## src/rtl/ac3_acc_writer.sv

```systemverilog
// ac3_acc_writer: four-lane partial-sum accumulator that drains lanes 0..3 in order on flush.
// Optional macro AC3_SAT_EN: signed saturation on accumulate instead of modulo-2^W wrap.
module ac3_acc_writer #(
  parameter int M   = 16,
  parameter int Pa  = 8,
  parameter int Pw  = 4,
  parameter int MNO = 288,
  localparam int W  = $clog2(M) + Pa + Pw + $clog2(MNO) + 1
) (
  input  logic         clk,
  input  logic         rst,
  input  logic         in_valid,
  output logic         in_ready,
  input  logic [W-1:0] in_data,
  input  logic [1:0]   in_sel,
  input  logic         in_clr,
  input  logic         flush,
  output logic         out_valid,
  input  logic         out_ready,
  output logic [W-1:0] out_data,
  output logic [1:0]   out_sel,
  output logic [3:0]   lane_dirty,
  output logic         busy
);

  typedef enum logic {ST_ACCUM, ST_DRAIN} state_t;

  state_t              state_q, state_d;
  logic [1:0]          idx_q, idx_d;
  logic [3:0]          dirty_q, dirty_d;
  logic signed [W-1:0] lane_q [4];
  logic signed [W-1:0] lane_d [4];

  function automatic logic signed [W-1:0] acc_add(input logic signed [W-1:0] a,
                                                  input logic signed [W-1:0] b);
`ifdef AC3_SAT_EN
    logic signed [W-1:0] s;
    s = a + b;
    // Overflow only when both operands share a sign the result does not.
    if ((a[W-1] == b[W-1]) && (s[W-1] != a[W-1]))
      s = a[W-1] ? {1'b1, {(W-1){1'b0}}} : {1'b0, {(W-1){1'b1}}};
    return s;
`else
    return a + b;
`endif
  endfunction

  always_comb begin
    state_d = state_q;
    idx_d   = idx_q;
    dirty_d = dirty_q;
    for (int k = 0; k < 4; k++) lane_d[k] = lane_q[k];

    unique case (state_q)
      ST_ACCUM: begin
        if (in_valid) begin
          lane_d[in_sel]  = in_clr ? $signed(in_data)
                                   : acc_add(lane_q[in_sel], $signed(in_data));
          dirty_d[in_sel] = 1'b1;
        end
        if (flush) begin
          state_d = ST_DRAIN;
          idx_d   = 2'd0;
        end
      end
      ST_DRAIN: begin
        if (out_ready) begin
          lane_d[idx_q]  = '0;
          dirty_d[idx_q] = 1'b0;
          if (idx_q == 2'd3) begin
            state_d = ST_ACCUM;
            idx_d   = 2'd0;
          end else begin
            idx_d = idx_q + 2'd1;
          end
        end
      end
      default: state_d = ST_ACCUM;
    endcase
  end

  always_ff @(posedge clk or posedge rst) begin
    if (rst) begin
      state_q <= ST_ACCUM;
      idx_q   <= 2'd0;
      dirty_q <= 4'd0;
      for (int k = 0; k < 4; k++) lane_q[k] <= '0;
    end else begin
      state_q <= state_d;
      idx_q   <= idx_d;
      dirty_q <= dirty_d;
      for (int k = 0; k < 4; k++) lane_q[k] <= lane_d[k];
    end
  end

  // Outputs are decoded straight from registers so reset clears them at once.
  assign in_ready   = (state_q == ST_ACCUM);
  assign out_valid  = (state_q == ST_DRAIN);
  assign busy       = (state_q == ST_DRAIN);
  assign out_sel    = out_valid ? idx_q : 2'd0;
  assign out_data   = out_valid ? lane_q[idx_q] : '0;
  assign lane_dirty = dirty_q;

endmodule
```

## config.mk

```make
export PLATFORM = sky130hd
export DESIGN_NAME = ac3_acc_writer
export DESIGN_NICKNAME = d
export VERILOG_FILES = /design/src/rtl/ac3_acc_writer.sv
export SDC_FILE = /design/constraint.sdc
export NUM_CORES = 1
export LEC_CHECK = 0
export BUFFER_PORTS_ARGS = -buffer_cell sky130_fd_sc_hd__buf_2
export CAP_MARGIN = 20
export CORE_MARGIN = 8
export CORE_UTILIZATION = 45
export DETAILED_ROUTE_END_ITERATION = 8
export PLACE_DENSITY = 0.62
export SLEW_MARGIN = 20
export SYNTH_ARGS = -nofsm -noshare
export SYNTH_HDL_FRONTEND = slang
export SYNTH_SLANG_ARGS = --single-unit
```

## constraint.sdc

```tcl
create_clock -name clk -period 3.8 [get_ports clk]
set_input_delay 0.19 -clock clk [delete_from_list [all_inputs] [get_ports clk]]
set_output_delay 0.19 -clock clk [all_outputs]
set_load 0.05 [all_outputs]
```

**Word-level counts from Yosys, hierarchy flattened**

Index checks and enable logic that the tools add are counted.

- Bits in registers: 111
- Bits of input ports: 34
- Output and inout bits: 35

- $add $sub $neg: 2
- $lt $le $gt $ge: 8
- Equality and inequality tests: 4
- Muxes and demuxes: 32
- Bitwise logic cells: 8
- Reductions and logical operators: 6

Operators by type and width:

| kind | count |
|---|---|
| 2-to-1 mux 104 bit | 2 |
| 2-to-1 mux 26 bit | 8 |
| case mux 104 bit (2 select lines) | 1 |
| AND 104 bit | 1 |
| binary-select mux 26 bit (select 2 bit) | 2 |
| bitwise mux 104 bit | 1 |
| demux 26 bit (select 2 bit) | 2 |
| NOT 104 bit | 1 |
| adder 26 bit | 1 |
| 2-to-1 mux 2 bit | 4 |
| 2-to-1 mux 4 bit | 2 |
| case mux 4 bit (2 select lines) | 1 |
| greater-or-equal comparator 3 bit (second input constant) | 2 |
| < comparator 2 x 3 -> 1 bit (second input constant) | 2 |
| < comparator 3 x 1 -> 1 bit (second input constant) | 2 |
| NOT 2 -> 3 bit | 2 |
| 2-to-1 mux 1 bit | 5 |
| AND 4 bit | 1 |
| demux 1 bit (select 2 bit) | 2 |
| greater-or-equal comparator 2 x 1 -> 1 bit (second input constant) | 2 |
| logical AND 1 bit | 4 |
| != test 2 bit (second input constant) | 2 |
| NOT 4 bit | 1 |
| bitwise OR 4 bit | 1 |
| 7 further kinds | 8 |

**Longest topological paths before layout**

Gate-level depths: netlist (run 1).

- Depth in word-level cells: 9
- Depth in mapped cells: 14

**Least setup slack after synthesis (run 1)**

OpenSTA, ideal clock, no wires.

- Path type: input port to flip-flop
- From: input port in_sel[0]
- To: register lane_q[22] (netlist bit)
- Library setup time: 0.083 ns
- Arrival time: 3.774 ns
- Required time: 3.717 ns
- Setup slack: -0.056 ns
- Cell stages on the path: 11
- Cells stage by stage: buf_1 -> buf_1 -> mux4_2 -> ha_1 -> a21o_1 -> o311a_1 -> or4_4 -> a311oi_2 -> xnor2_1 -> mux2i_4 -> o21ai_0

- Word-level cells in the longest chain between the ends: 9
- Elaborated cells on any way between the ends: 14
- Those cells by class: add/sub (1); order compare (2); mux (9); bitwise (1); reduce/logical (1)

Ends and longest elaborated chain:

| item | line | source |
|---|---|---|
| start: declaration | 15 | `input logic [1:0] in_sel,` |
| NOT 2 -> 3 bit * | 57, 58 |  |
| binary-select mux 26 bit (select 2 bit) | 58 | `: acc_add(lane_q[in_sel], $signed(in_data));` |
| 2-to-1 mux 26 bit (implied by the code) (2 in a row) | 58 |  |
| adder 26 bit | 44 | `return a + b;` |
| 2-to-1 mux 26 bit | 57 | `lane_d[in_sel] = in_clr ? $signed(in_data)` |
| bitwise mux 104 bit * | 57 |  |
| 2-to-1 mux 104 bit * | 56 | `if (in_valid) begin` |
| case mux 104 bit (2 select lines) * | 54 | `unique case (state_q)` |
| end: declaration | 31 | `logic signed [W-1:0] lane_q [4];` |

Mark *: on every way between the ends. The rest lies on a longest branch, timed or not. The select of a mux whose other input is x is not followed.
A chain may end at the register's enable or synchronous reset.

**Worst setup path in the final report (run 1)**

- From: register lane_q[26] (netlist bit)
- To: register lane_q[48] (netlist bit)

- Word-level cells in the longest chain between the ends: 8

Ends and longest elaborated chain:

| item | line |
|---|---|
| binary-select mux 26 bit (select 2 bit) | 58 |
| 2-to-1 mux 26 bit (implied by the code) (2 in a row) | 58 |
| adder 26 bit | 44 |
| 2-to-1 mux 26 bit | 57 |
| bitwise mux 104 bit | 57 |
| 2-to-1 mux 104 bit | 56 |
| case mux 104 bit (2 select lines) | 54 |

No other way between the ends. The select of a mux whose other input is x is not followed.

==> results of run 1 <==
-- layout make-up --
cell class,instances,area share [%]
clock inverter,2,0.481
timing repair buffer,84,6.02
inverter,8,0.434
sequential,111,34.4
tap,216,3.35
multi-input combinational,525,51.9
clock buffer,14,3.40
-- cell families after synthesis --
logic type                 synth area share (%)
AOI/OAI and AO/OA                          18.5
DFF                                        39.0
buffers and inverters                      2.98
adders and majority gates                  5.37
xor gates and xnor gates                   2.21
muxes                                      18.2
and+or+nand+nor                            13.8
-- worst paths after layout --
| check | start | endpoint | slack (ns) | cells past startpoint |
|---|---|---|---|---|
| max | lane_q[26] | lane_q[48] | 0.21 | 12 |
| min | rst | lane_q[94] | -0.05 | 2 |
| max in group asynchronous | rst | lane_q[77] | 2.97 | 3 |
| min reg2reg | lane_dirty[0] | lane_dirty[0] | 0.49 | 2 |
| max reg2reg | lane_q[26] | lane_q[48] | 0.21 | 12 |
| min in group clk | flush | idx_q[1] | 0.05 | 2 |
-- state kept, by name, indices dropped and copies added, names as in the netlist --
signal and cells:
lane_dirty 4, lane_q 104, idx_q 2, busy 1
-- metrics by stage --
step                instances  worst slack, ns  util [%]  power (mW)  cell area, sq um
finish                    960            0.212      51.4        5.38              8070
global route              960           0.0579      51.4        5.70              8070
CTS                       960            0.233      51.3        5.39              8070
detailed placement        944            0.127      49.3        4.38              7750
global placement          944            0.210      49.3        4.35              7750
floorplan                 691            0.129         -        3.64              7130
-- cells in the final DEF, fill, tap and decap left out, types with 6 or more instances in the layout --
cell type,instances
dfrtp_1,110
nand2_1,109
o21ai_0,88
buf_2,68
mux4_2,52
and2_1,30
a22o_1,30
ha_1,29
a21oi_1,25
nor2_1,22
xnor2_1,14
buf_4,14
a21o_1,9
mux2i_1,9
clkbuf_16,9
nand3_1,8
nor3_1,7
o21bai_1,6
a31oi_1,6
inv_1,6
-- metal layers --
layer,routed length (um),up-vias,track usage [%],part of all wire (%)
met5,0,-,0,0
met4,578,0,8.37,2.7
met3,1330,35,4.20,6.3
met2,10500,225,37.6,49
met1,8810,2989,27.3,42
li1,-,2663,-,-
-- power by group through the flow --
| stage | clock network [mW] | registers (mW) | logic, mW |
|---|---|---|---|
| 4_1_cts | 1.01 | 1.76 | 2.62 |
| 2_1_floorplan | 0 | 1.75 | 1.89 |
| 5_1_grt | 1.06 | 1.81 | 2.83 |
| 3_5_place_dp | 0 | 1.78 | 2.60 |
| 3_3_place_gp | 0 | 1.76 | 2.58 |
| 6_report | 1.00 | 1.77 | 2.61 |
-- what timing repair did --
action,CTS,global route
endpoints found under the setup margin,0,3
gates resized for setup,0,1
hold buffers,0,0
==> impl_metrics.toml, run 1 <==
[sta]
period_needed_ns = 3.59
hold_ws_ns = -0.0459
fin_crit_sh_pct = 94.4
setup_tns_ns = 0
finalHoldViolCount = 36
fmax_ghz = 0.279
slew_viol_final = 0
finalSetupViolCount = 0
rsz0062_at_grt = "false"
slew_headroom_pct = 28.8
tightest_slew_ns = 1.07
skew_ns = 0.0102

[critical_path]
endpoint_kind = "register"
crit_chain = "mux4_2 -> ha_1 -> inv_1 -> fa_1 -> nor2b_4 -> o31a_1 -> o311a_1 -> or4_4 -> a311oi_2 -> xnor2_1 -> mux2i_4 -> o21ai_0"
crit_arrival_ns = 3.84
path_class = "register to register"
required_ns = 4.06
worstPathMaxFanout = 4
cp-start-kind = "register"
cp_num_buf_inv = 1
cp_slowest_cell = "or4_4"
path_delay_family = "compound AO/OA/AOI/OAI gates"
cpPeakStageDelay_ns = 0.53

[logic_synthesis]
synth_top_area_cell = "dfrtp_1"
synth_common_cells = "dfrtp_1 (111), nand2_1 (109), o21ai_0 (89)"
synth.cell_area_sq_um = 7130
ys_ff_latch = 111
synth_most_common_cell = "dfrtp_1"
synthTopCellsByArea = "dfrtp_1 (39%), mux4_2 (16%), o21ai_0 (6.2%)"
async_flop_share_pct = 100
ys_warn_count = 0
synth_top_cell_area_share_pct = 39.0
ys_types = 57
yosysSeqAreaShare_pct = 39.0
synth_cells = 691
syn_nets = 755
synth_edf_count = 0
syn_avg_cell_area_sq_um = 10.3
synth-main-ff-cell = "dfrtp_1"

[global_routing]
grt_pass1_vias = 6132
antenna_found_initial = 0
grt_max_degree = 84
overflow = 0
grt_util_all_layers_pct = 22.1
grt_pass1_wl_um = 34400

[clocking]
cts_setup_buffers = 0
clkTransAtPathRegs_ns = 0.08
clock_latency_ns = 0.36
clockRootBuffer = "clkbuf_16"
cts_buffers = 9
cts.path.max_buffers = 2
cts_tree = "done"
htreeDepth = 3
cts_sinks = 111

[power]
comb_power_share_pct = 48.6
peakVddDrop_uv = 384
p_switching_mw = 2.34
pwr-share-clk_pct = 18.6
power.static_leakage_nw = 3.67
power.density_nw_per_um2 = 667
p_seq_share_pct = 32.8
power_switching_share_pct = 43.5
intPower_mw = 3.04

[floorplanning]
die_y_um = 142
io_pins = 69
coreArea_sq_um = 15700
initial_core_util_pct = 45.4
die_w_um = 142
dieArea_sq_um = 20100
rows = 46

[routing]
drc = 0
postRouteWirelength_um = 21200
drt_first_iter_violations = 447
vias_per_cell = 6.16
vias = 5912
drt_first_pass_iters = 5
wl_per_cell_um = 22.1
postRouteAntennaNets = 0

[status]
violations = "negative hold slack"
status = "finished with violations"

[job]
cap_violations = 0

[place]
portBuffers = 68
dp_hpwl_um = 14500
gp_congestion = 0.946

[finish]
drive_above_1_share_pct = 22.6
fillers = 1444
n_antenna_cell = 0
area.sequential_sq_um = 2780
nNetsFinal = 803
multiInputGateArea_sq_um = 4190
areaGrowthSynthToFinish_pct = 13.2

[hold_path]
worstHoldPathType = "primary input to async pin"
No activity file was read; power rests on OpenSTA's default activity.
==> run 2, diff against run 1 <==
--- a/config.mk
+++ b/config.mk
@@ -10,6 +10,7 @@
 export CORE_MARGIN = 8
 export CORE_UTILIZATION = 45
 export DETAILED_ROUTE_END_ITERATION = 8
+export MAX_ROUTING_LAYER = met4
 export PLACE_DENSITY = 0.62
 export SLEW_MARGIN = 20
 export SYNTH_ARGS = -nofsm -noshare
==> impl_metrics.toml, run 2 (same netlist as run 1, synthesis figures left out) <==
[clocking]
cts_tree = "done"
cts_sinks = 111
clock_latency_ns = 0.36
ctsHoldBuffers = 0
cts_resized = 0
cts_buffers = 9
cts_setup_buffers = 0
htreeDepth = 3
clkTransAtPathRegs_ns = 0.07
clockRootBuffer = "clkbuf_16"
cts.path.max_buffers = 2

[critical_path]
r2r_slack_ns = 0.22
crit_chain = "mux4_2 -> ha_1 -> inv_1 -> fa_1 -> nor2b_4 -> o31a_1 -> o311a_1 -> or4_4 -> a311oi_2 -> xnor2_1 -> mux2i_4 -> o21ai_0"
crit_end = "lane_q[48]"
path_class = "register to register"
cpPeakStageDelay_ns = 0.53
crit_cells = 12
worstPathMaxFanout = 4
endpoint_kind = "register"
path_delay_family = "compound AO/OA/AOI/OAI gates"
reg2reg_to = "lane_q[48]"
crit_arrival_ns = 3.83
cp_num_buf_inv = 1
cp-start-kind = "register"
cp_slowest_cell = "or4_4"
reg2reg_from = "lane_q[26]"
required_ns = 4.06
r2r_cells = 12
crit_start = "lane_q[26]"

[finish]
fillers = 1444
largest_reg_flops = 104
nNetsFinal = 803
drive_above_1_share_pct = 22.6
areaGrowthSynthToFinish_pct = 13.2
final_common_cell = "dfrtp_1"
design_area_sq_um = 8070
largest-register = "lane_q"
n_antenna_cell = 0
mostFrequentLayoutCells = "dfrtp_1 (110), nand2_1 (109), o21ai_0 (88)"

[power]
intPower_mw = 3.04
power_switching_share_pct = 43.4
power.static_leakage_nw = 3.67
power.density_nw_per_um2 = 666
p_switching_mw = 2.33
p_seq_share_pct = 32.9
pwr-share-clk_pct = 18.6
peakVddDrop_uv = 380
total_power_mw = 5.38
comb_power_share_pct = 48.6

[global_routing]
overflow = 0
grt_use_met2_pct = 37.5
grt_pass1_wl_um = 34400
grt_use_met3_pct = 3.83
globalRouteMet1Util_pct = 27.6
grt_max_degree = 84
antenna_found_initial = 0
grt_pass1_vias = 6118
busiest_layer = "met2"
grt_util_all_layers_pct = 22.7

[hold_path]
worstHoldPathType = "primary input to async pin"

[routing]
drc = 0
drt_first_pass_iters = 5
vias = 5886
wl_per_cell_um = 22.1
vias_per_cell = 6.13
postRouteAntennaNets = 0
drt_first_iter_violations = 409
postRouteWirelength_um = 21200

[sta]
finalHoldViolCount = 27
fin_crit_sh_pct = 94.1
fmax_ghz = 0.280
slew_headroom_pct = 28.2
period_needed_ns = 3.58
hold_ws_ns = -0.0654
rsz0062_at_grt = "false"
slew_viol_final = 0
tightest_slew_ns = 1.08
finalSetupViolCount = 0
setup_tns_ns = 0
skew_ns = 0.00856

[status]
violations = "negative hold slack"
status = "finished with violations"

[place]
portBuffers = 68
dp_hpwl_um = 14500
dpl_cell_area_sq_um = 7750
gp_congestion = 0.964

[job]
cap_violations = 0

[floorplanning]
initial_core_util_pct = 45.4
coreArea_sq_um = 15700
die_w_um = 142
rows = 46
die_y_um = 142
dieArea_sq_um = 20100
io_pins = 69
-- run 2: cell counts in the layout (fill, tap and decap cells not counted) --
Identical to the previous run, type by type.
-- run 2: power by group through the flow --
stage / sequential, mW / combinational, mW / clock (mW)
5_1_grt: 1.81 / 2.83 / 1.06
6_report: 1.77 / 2.61 / 0.999
4_1_cts: 1.76 / 2.62 / 1.01
3_3_place_gp: 1.76 / 2.58 / 0
2_1_floorplan: 1.75 / 1.89 / 0
3_5_place_dp: 1.78 / 2.60 / 0
-- run 2: cell type report --
cell class,instances,area (sq um),area share [%]
Multi-Input combinational cell,525,4190,51.9
Sequential cell,111,2780,34.4
Timing Repair Buffer,84,485,6.02
Clock buffer,14,274,3.40
Tap cell,216,270,3.35
Clock inverter,2,38.8,0.481
Inverter,8,35.0,0.434
-- run 2: metal layers --
layer	wire length, um	share of wire, %
met5	0	0
met4	573	2.7
met2	10600	50
met3	1200	5.6
met1	8880	42
-- run 2: worst min path at each step --
stage | start | endpoint
6_report | rst | lane_q[94]
5_1_grt | rst | lane_q[94]
4_1_cts | flush | idx_q[1]
3_5_place_dp | flush | idx_q[1]
3_3_place_gp | flush | idx_q[1]
2_1_floorplan | flush | idx_q[1]
-- run 2: stage by stage --
stage	cells	utilization [%]	hold slack (ns)	worst slack, ns
after detailed placement	944	49.3	0.427	0.127
final	960	51.4	-0.0654	0.224
after CTS	960	51.3	0.0410	0.233
after floorplan	691	-	0.276	0.129
after global placement	944	49.3	0.408	0.210
after global routing	960	51.4	0.00592	0.0577
